[src/rtl/grid_writer.sv]
// Write-side controller for the playboard grid status memory: maps pixel clicks
// to cells, applies the PLACE/SHOOT/REMOVE read-modify-write rules and sweeps CLEAR.
module grid_writer #(
  parameter int X_POS   = 0,
  parameter int Y_POS   = 0,
  parameter int COLUMNS = 10,
  parameter int ROWS    = 10
) (
  input  logic        clk,
  input  logic        rst_n,
  input  logic        cmd_valid,
  output logic        cmd_ready,
  input  logic [1:0]  cmd_op,
  input  logic [10:0] cmd_x,
  input  logic [10:0] cmd_y,
  output logic [7:0]  mem_addr,
  input  logic [1:0]  mem_rdata,
  output logic        mem_we,
  output logic [1:0]  mem_wdata,
  output logic        resp_valid,
  output logic        resp_ok,
  output logic [1:0]  resp_code
);

  typedef enum logic [2:0] {
    S_IDLE, S_RD, S_CHK, S_WR, S_CLR, S_RESP
  } state_t;

  typedef enum logic [1:0] {
    OP_PLACE  = 2'd0,
    OP_SHOOT  = 2'd1,
    OP_CLEAR  = 2'd2,
    OP_REMOVE = 2'd3
  } op_t;

  localparam logic [1:0]  EMPTY    = 2'd0;
  localparam logic [1:0]  MYSHIP   = 2'd1;
  localparam logic [1:0]  MISS     = 2'd2;
  localparam logic [1:0]  HIT      = 2'd3;
  localparam logic [10:0] X_ORG    = 11'(X_POS);
  localparam logic [10:0] Y_ORG    = 11'(Y_POS);
  localparam logic [5:0]  COL_LIM  = 6'(COLUMNS);
  localparam logic [5:0]  ROW_LIM  = 6'(ROWS);
  localparam logic [3:0]  LAST_COL = 4'(COLUMNS - 1);
  localparam logic [3:0]  LAST_ROW = 4'(ROWS - 1);

  state_t      state, state_d;
  op_t         op_q, op_d;
  logic [5:0]  col, row;
  logic        in_grid, accept, clr_last;

  logic        cmd_ready_d, mem_we_d, resp_valid_d, resp_ok_d;
  logic [7:0]  mem_addr_d;
  logic [1:0]  mem_wdata_d, resp_code_d;

  // Dropping the low 5 offset bits puts border pixels in their cell; clicks
  // left of / above the origin wrap to huge column/row values.
  assign col      = 6'((cmd_x - X_ORG) >> 5);
  assign row      = 6'((cmd_y - Y_ORG) >> 5);
  assign in_grid  = (col < COL_LIM) && (row < ROW_LIM);
  assign accept   = cmd_valid && cmd_ready;
  assign clr_last = (mem_addr[7:4] == LAST_COL) && (mem_addr[3:0] == LAST_ROW);

  // NOTE: clocked state uses non-blocking assignments so every register
  // samples pre-edge values regardless of process ordering.
  always_ff @(posedge clk or negedge rst_n) begin
    if (!rst_n) begin
      state <= S_IDLE;
      op_q  <= OP_PLACE;
    end else begin
      state <= state_d;
      op_q  <= op_d;
    end
  end

  // NOTE: every combinational output gets a default first, so no path can
  // leave a variable unassigned and infer a latch.
  always_comb begin
    state_d = state;
    unique case (state)
      S_IDLE: begin
        if (accept) begin
          if (op_t'(cmd_op) == OP_CLEAR) state_d = S_CLR;
          else if (in_grid)              state_d = S_RD;
          else                           state_d = S_RESP;
        end
      end
      S_RD:   state_d = S_CHK;
      S_CHK:  state_d = S_WR;
      S_WR:   state_d = S_IDLE;
      S_CLR:  if (clr_last) state_d = S_RESP;
      S_RESP: state_d = S_IDLE;
      default: state_d = S_IDLE;
    endcase
  end

  // Next values of the registered outputs.
  always_comb begin
    op_d         = op_q;
    cmd_ready_d  = (state_d == S_IDLE);
    mem_addr_d   = mem_addr;
    mem_we_d     = 1'b0;
    mem_wdata_d  = mem_wdata;
    resp_valid_d = 1'b0;
    resp_ok_d    = resp_ok;
    resp_code_d  = resp_code;

    unique case (state)
      S_IDLE: begin
        if (accept) begin
          op_d = op_t'(cmd_op);
          if (op_t'(cmd_op) == OP_CLEAR) begin
            mem_addr_d  = 8'h00;
            mem_we_d    = 1'b1;
            mem_wdata_d = EMPTY;
          end else if (in_grid) begin
            mem_addr_d = {col[3:0], row[3:0]};
          end else begin
            resp_valid_d = 1'b1;
            resp_ok_d    = 1'b0;
            resp_code_d  = EMPTY;
          end
        end
      end
      S_CHK: begin
        resp_valid_d = 1'b1;
        resp_ok_d    = 1'b0;
        resp_code_d  = mem_rdata;
        case (op_q)
          OP_PLACE: begin
            if (mem_rdata == EMPTY) begin
              mem_we_d    = 1'b1;
              mem_wdata_d = MYSHIP;
              resp_ok_d   = 1'b1;
              resp_code_d = MYSHIP;
            end
          end
          OP_REMOVE: begin
            if (mem_rdata == MYSHIP) begin
              mem_we_d    = 1'b1;
              mem_wdata_d = EMPTY;
              resp_ok_d   = 1'b1;
              resp_code_d = EMPTY;
            end
          end
          OP_SHOOT: begin
            if (mem_rdata == EMPTY) begin
              mem_we_d    = 1'b1;
              mem_wdata_d = MISS;
              resp_ok_d   = 1'b1;
              resp_code_d = MISS;
            end else if (mem_rdata == MYSHIP) begin
              mem_we_d    = 1'b1;
              mem_wdata_d = HIT;
              resp_ok_d   = 1'b1;
              resp_code_d = HIT;
            end
          end
          default: ;
        endcase
      end
      S_CLR: begin
        if (clr_last) begin
          resp_valid_d = 1'b1;
          resp_ok_d    = 1'b1;
          resp_code_d  = EMPTY;
        end else begin
          mem_we_d    = 1'b1;
          mem_wdata_d = EMPTY;
          if (mem_addr[3:0] == LAST_ROW) mem_addr_d = {mem_addr[7:4] + 4'd1, 4'd0};
          else                           mem_addr_d = {mem_addr[7:4], mem_addr[3:0] + 4'd1};
        end
      end
      default: ;
    endcase
  end

  always_ff @(posedge clk or negedge rst_n) begin
    if (!rst_n) begin
      cmd_ready  <= 1'b0;
      mem_addr   <= 8'h00;
      mem_we     <= 1'b0;
      mem_wdata  <= 2'd0;
      resp_valid <= 1'b0;
      resp_ok    <= 1'b0;
      resp_code  <= 2'd0;
    end else begin
      cmd_ready  <= cmd_ready_d;
      mem_addr   <= mem_addr_d;
      mem_we     <= mem_we_d;
      mem_wdata  <= mem_wdata_d;
      resp_valid <= resp_valid_d;
      resp_ok    <= resp_ok_d;
      resp_code  <= resp_code_d;
    end
  end

endmodule

[config.mk]
export PLATFORM = sky130hd
export DESIGN_NAME = grid_writer
export DESIGN_NICKNAME = d
export VERILOG_FILES = /design/src/rtl/grid_writer.sv
export SDC_FILE = /design/constraint.sdc
export NUM_CORES = 1
export LEC_CHECK = 0
export BUFFER_PORTS_ARGS = -buffer_cell sky130_fd_sc_hd__buf_2
export CAP_MARGIN = 10
export CORE_MARGIN = 1.5
export CORE_UTILIZATION = 50
export DETAILED_ROUTE_END_ITERATION = 6
export GPL_TIMING_DRIVEN = 0
export PLACE_DENSITY = 0.81
export SLEW_MARGIN = 30
export SYNTH_ARGS = -nofsm -noshare
export SYNTH_HDL_FRONTEND = slang
export SYNTH_SLANG_ARGS = --single-unit
[constraint.sdc]
create_clock -name clk -period 2.24 [get_ports clk]
set_input_delay 0.112 -clock clk [delete_from_list [all_inputs] [get_ports clk]]
set_output_delay 0.112 -clock clk [all_outputs]
set_load 0.1 [all_outputs]
-- Yosys cells after proc, flatten, opt, wreduce, memory -nomap -nowiden
Index checks and enable logic that the tools add are counted.
W data, S select, Z words.
- multiplexer cells: 48
- add/subtract/negate cells: 2
- reduce and logical (&&, ||, !) cells: 14
- $lt $le $gt $ge: 2
- eq/ne operators: 21
- operator list (operator ; number):
    $mux W8 ; 5
    $mux W2 ; 15
    $pmux W2 S3 ; 4
    $pmux W8 S2 ; 1
    $mux W1 ; 14
    $ne A2 B2 Y1 const B ; 7
    $lt A6 B4 Y1 const B ; 2
    $mux W3 ; 4
    $pmux W1 S3 ; 4
    $pmux W3 S4 ; 1
    $reduce_and A5 Y1 ; 2
    $ne A3 B3 Y1 const B ; 3
    $add A4 B1 Y4 const B ; 2
    $eq A4 B4 Y1 const B ; 2
    $reduce_and A8 Y1 ; 1
    $logic_not A3 Y1 ; 2
    $eq A2 B1 Y1 const B ; 2
    $eq A2 B2 Y1 const B ; 2
    $logic_not A2 Y1 ; 2
    $ne A4 B1 Y1 const B ; 1
    $ne A4 B4 Y1 const B ; 1
    $reduce_and A4 Y1 ; 1
    $eq A3 B1 Y1 const B ; 1
    $eq A3 B2 Y1 const B ; 1
    other kinds (5) ; 7
- register bits: 21
- input bits: 29

-- Longest topological paths before layout
- depth in word-level cells: 7
- mapped depth: 7
- mapped depth without buffers: 7

-- Least setup slack after synthesis
Ideal clock, no wire load.
- kind: register to register
- start point: register mem_addr[5]
- end point: register mem_wdata[1]
- slack: -0.062 ns
- setup time: 0.079 ns
- cell stages (with the launch flop): 8
- data arrival time: 2.223 ns
- cells stage by stage: dfrtp_1 > inv_1 > ha_1 > and3b_1 > a31oi_1 > nor2_1 > nor4_1 > mux2i_1
- longest elaborated chain between the ends: 4
- RTL lines (item ; line ; RTL):
    start, declared ; 16 ; output logic [7:0] mem_addr,
    start signal, assigned ; 189 ; mem_addr <= mem_addr_d;
    $eq A4 B4 Y1 ; 62 ; assign clr_last = (mem_addr[7:4] == LAST_COL) && (mem_addr[3:0] == LAST_ROW);
    $logic_and A1 B1 Y1 ; 62 ;
    $ne A2 B2 Y1 (no source line) ; - ;
    $reduce_and A8 Y1 (no source line) ; - ;
    end signal, assigned ; 191 ; mem_wdata <= mem_wdata_d;
    end, declared ; 19 ; output logic [1:0] mem_wdata,
Every way passes these cells.
A chain may end at the register's enable or synchronous reset.

-- Worst setup path after layout
- start point: register state[0]
- end point: register resp_ok
- longest elaborated chain between the ends: 3
- elaborated cells between the ends (all ways): 10
- classes of those cells: eq/ne (6); mux (1); reduce/logical (3)
- RTL lines (item ; line ; RTL):
    start, declared ; 47 ; state_t state, state_d;
    start signal, assigned ; 71 ; state <= state_d;
    $eq A3 B3 Y1 (tied with other cells) ; 108 ; unique case (state)
    $ne A2 B2 Y1 (no source line) or $reduce_bool A3 Y1 (tied branches) ; - ;
    $reduce_and A5 Y1 (no source line) ; - ;
    end signal, assigned ; 193 ; resp_ok <= resp_ok_d;
    end, declared ; 21 ; output logic resp_ok,
Several ways; a longest one is shown, not always the timed one.

==> impl_metrics.py <==
metrics = {
    "status": {
        "status": "finished, final reports clean",
    },
    "cts": {
        "h-tree-depth": 1,
        "clkSinkCount": 21,
        "cts_tree": "built",
        "root_buffer": "clkbuf_4",
        "path_clk_slew_ps": 120,
        "cts_resized": 0,
        "cts_inserted_buffers": 3,
        "clk_latency_ps": 310,
        "clk_path_buf_depth": 2,
    },
    "final_layout": {
        "final_nets": 217,
        "drive_gt1_frac": 0.282,
        "diodes": 0,
        "area_growth_pct": 18.2,
        "register_area_um2": 528,
        "multi_input_area_um2": 768,
        "fillers": 223,
    },
    "floorplan": {
        "die_y_um": 55.0,
        "start_util": 0.536,
        "dieArea_um2": 3020,
        "rows": 18,
        "io_pins": 45,
        "core_area_um2": 2520,
        "die_w_um": 55.0,
    },
    "drt": {
        "first_pass_iters": 4,
        "drc_errors": 0,
        "drt_iter0_drc": 25,
        "highest_layer": "met4",
        "ant_nets": 0,
        "wl_met3_um": 123,
        "wl_met1_um": 1220,
        "wl_per_cell_um": 13.7,
        "vias": 1212,
        "vias_per_cell": 5.74,
        "wl_met2_um": 1510,
        "drt-total-wl_um": 2890,
    },
    "synth": {
        "synth_area_leader_cell": "dfrtp_1",
        "seq_area_frac_synth": 0.389,
        "synth_cells": 142,
        "syn_area_um2": 1350,
        "yosysMostFrequentCell": "dfrtp_1",
        "synth_cell_type_count": 43,
        "yosysWarnings": 0,
        "synth-seq-cells": 21,
        "ys.flop_type": "dfrtp_1",
        "yosys-top-cells-count": "dfrtp_1 (21), nand2_1 (12), a21oi_1 (10), nand3_1 (10), o21ai_0 (10)",
        "yosys-top-cells-area": "dfrtp_1 (39%), ha_1 (5.6%), a21oi_1 (3.7%)",
        "synth_nets": 177,
        "synth_enable_flop_cells": 0,
        "synth_top_area_frac": 0.389,
        "avgSynthCellArea_um2": 9.52,
        "async_flop_share": 1.00,
    },
    "critical_path": {
        "r2r-start": "state[0]",
        "critPathMaxFanout": 7,
        "critical_path_class": "register to register",
        "required_ps": 2440,
        "arrival_ps": 2210,
        "startpoint_type": "register",
        "end_kind": "register",
        "critPathLaunch": "state[0]",
    },
    "hold_path": {
        "hp-start": "cmd_op[1]",
        "hp-class": "primary input to register",
    },
    "run": {
        "maxCapViolations": 0,
    },
    "placed_design": {
        "hpwl_um": 2240,
        "io_buffers": 34,
        "gp_congestion": 0.782,
    },
    "timing": {
        "setup_viol": 0,
        "finClkSkew_ps": 4.00,
        "drv_slew": 0,
        "worst_pin_slew_ps": 499,
        "min_period_ps": 2010,
        "rsz0062_at_grt": "false",
        "fin_tns_setup_ps": 0,
        "maxSlewHeadroom": 0.665,
        "max_freq_mhz": 499,
        "period_share": 0.895,
        "final_hold_viol_count": 0,
    },
    "global_routing": {
        "grt_max_degree": 22,
        "grt_pass1_vias": 1128,
        "grt_pass1_wl_um": 4670,
        "antenna_found_initial": 0,
        "grtUsageTotal": 0.214,
        "overflow": 0,
    },
}
## worst paths after layout
check	to	slack [ps]	cells after the start
max reg2reg	resp_ok	230	6
min	op_q[1]	40	3
min reg2reg	resp_code[1]	520	1
max	resp_ok	230	6
min in group asynchronous	resp_code[1]	270	2
max in group asynchronous	mem_addr[4]	1620	2
## worst max-delay path, cell delays in order, from the launching register on
cell and delay (ps):
dfrtp_1 470, or3_4 450, nor2_2 270, nand3_1 120
and2_1 210, inv_2 70, mux2_1 320
## cells by family (layout without fill, tap and decap cells)
| logic type | count (synthesis) | after routing | share of synthesized area |
|---|---|---|---|
| adders and majority gates | 6 | 6 | 0.0556 |
| muxes | 8 | 8 | 0.0630 |
| DFF | 21 | 21 | 0.389 |
| buffers and inverters | 13 | 52 | 0.0426 |
| xor gates and xnor gates | 4 | 4 | 0.0259 |
| AOI/OAI and AO/OA | 44 | 44 | 0.226 |
| and+or+nand+nor | 46 | 46 | 0.198 |
## cells in the final DEF (no fill, tap or decap), drive strengths merged, types with 2 or more instances in the layout
master | netlist | layout
buf | 2 | 36
dfrtp | 21 | 21
o21ai | 13 | 13
nand2 | 12 | 12
a21oi | 12 | 12
nand3 | 10 | 10
inv | 9 | 9
nor2 | 8 | 8
a31oi | 6 | 6
ha | 6 | 6
clkbuf | 2 | 6
mux2i | 4 | 4
mux2 | 4 | 4
xnor2 | 3 | 3
o31ai | 3 | 3
nor2b | 2 | 2
nor3b | 2 | 2
o211ai | 2 | 2
a22o | 2 | 2
nor4 | 2 | 2
a311oi | 2 | 2
## through the flow
step                std cells   util  setup slack [ps]  hold WS, ps  area [um2]
global route              211  0.633               106         33.6        1600
floorplan                 142      -               132         -184        1350
CTS                       211  0.633               237         31.6        1600
finish                    211  0.633               234         35.9        1600
detailed placement        206  0.619               271         98.3        1560
global placement          206  0.619               335         83.6        1560
## cell type report
class | instances | share of cell area
multi-input combinational | 108 | 0.481
sequential | 21 | 0.330
timing repair buffer | 35 | 0.113
tap | 30 | 0.0235
inverter | 9 | 0.0211
clock buffer | 4 | 0.0164
buffer | 4 | 0.0149
## state kept, by name, indices dropped and copies added, names as in the netlist
| signal | count |
|---|---|
| state | 3 |
| resp_code | 2 |
| mem_we | 1 |
| mem_addr | 8 |
| op_q | 2 |
| resp_valid | 1 |
| cmd_ready | 1 |
| mem_wdata | 2 |
| resp_ok | 1 |
## repair_timing
| item | 4_1_cts | 5_1_grt |
|---|---|---|
| setup buffers | 0 | 0 |
| hold endpoints to repair | 21 | 0 |
| hold buffers | 1 | 0 |
## layer usage
layer / track usage / up-vias
li1: - / 597
met1: 0.246 / 576
met2: 0.401 / 34
met3: 0.0323 / 5
met4: 0.0732 / 0
met5: 0 / -
Power is left out: the tool's default activity adds up to more than one toggle a clock period on the data nets, which glitch-free logic cannot reach.
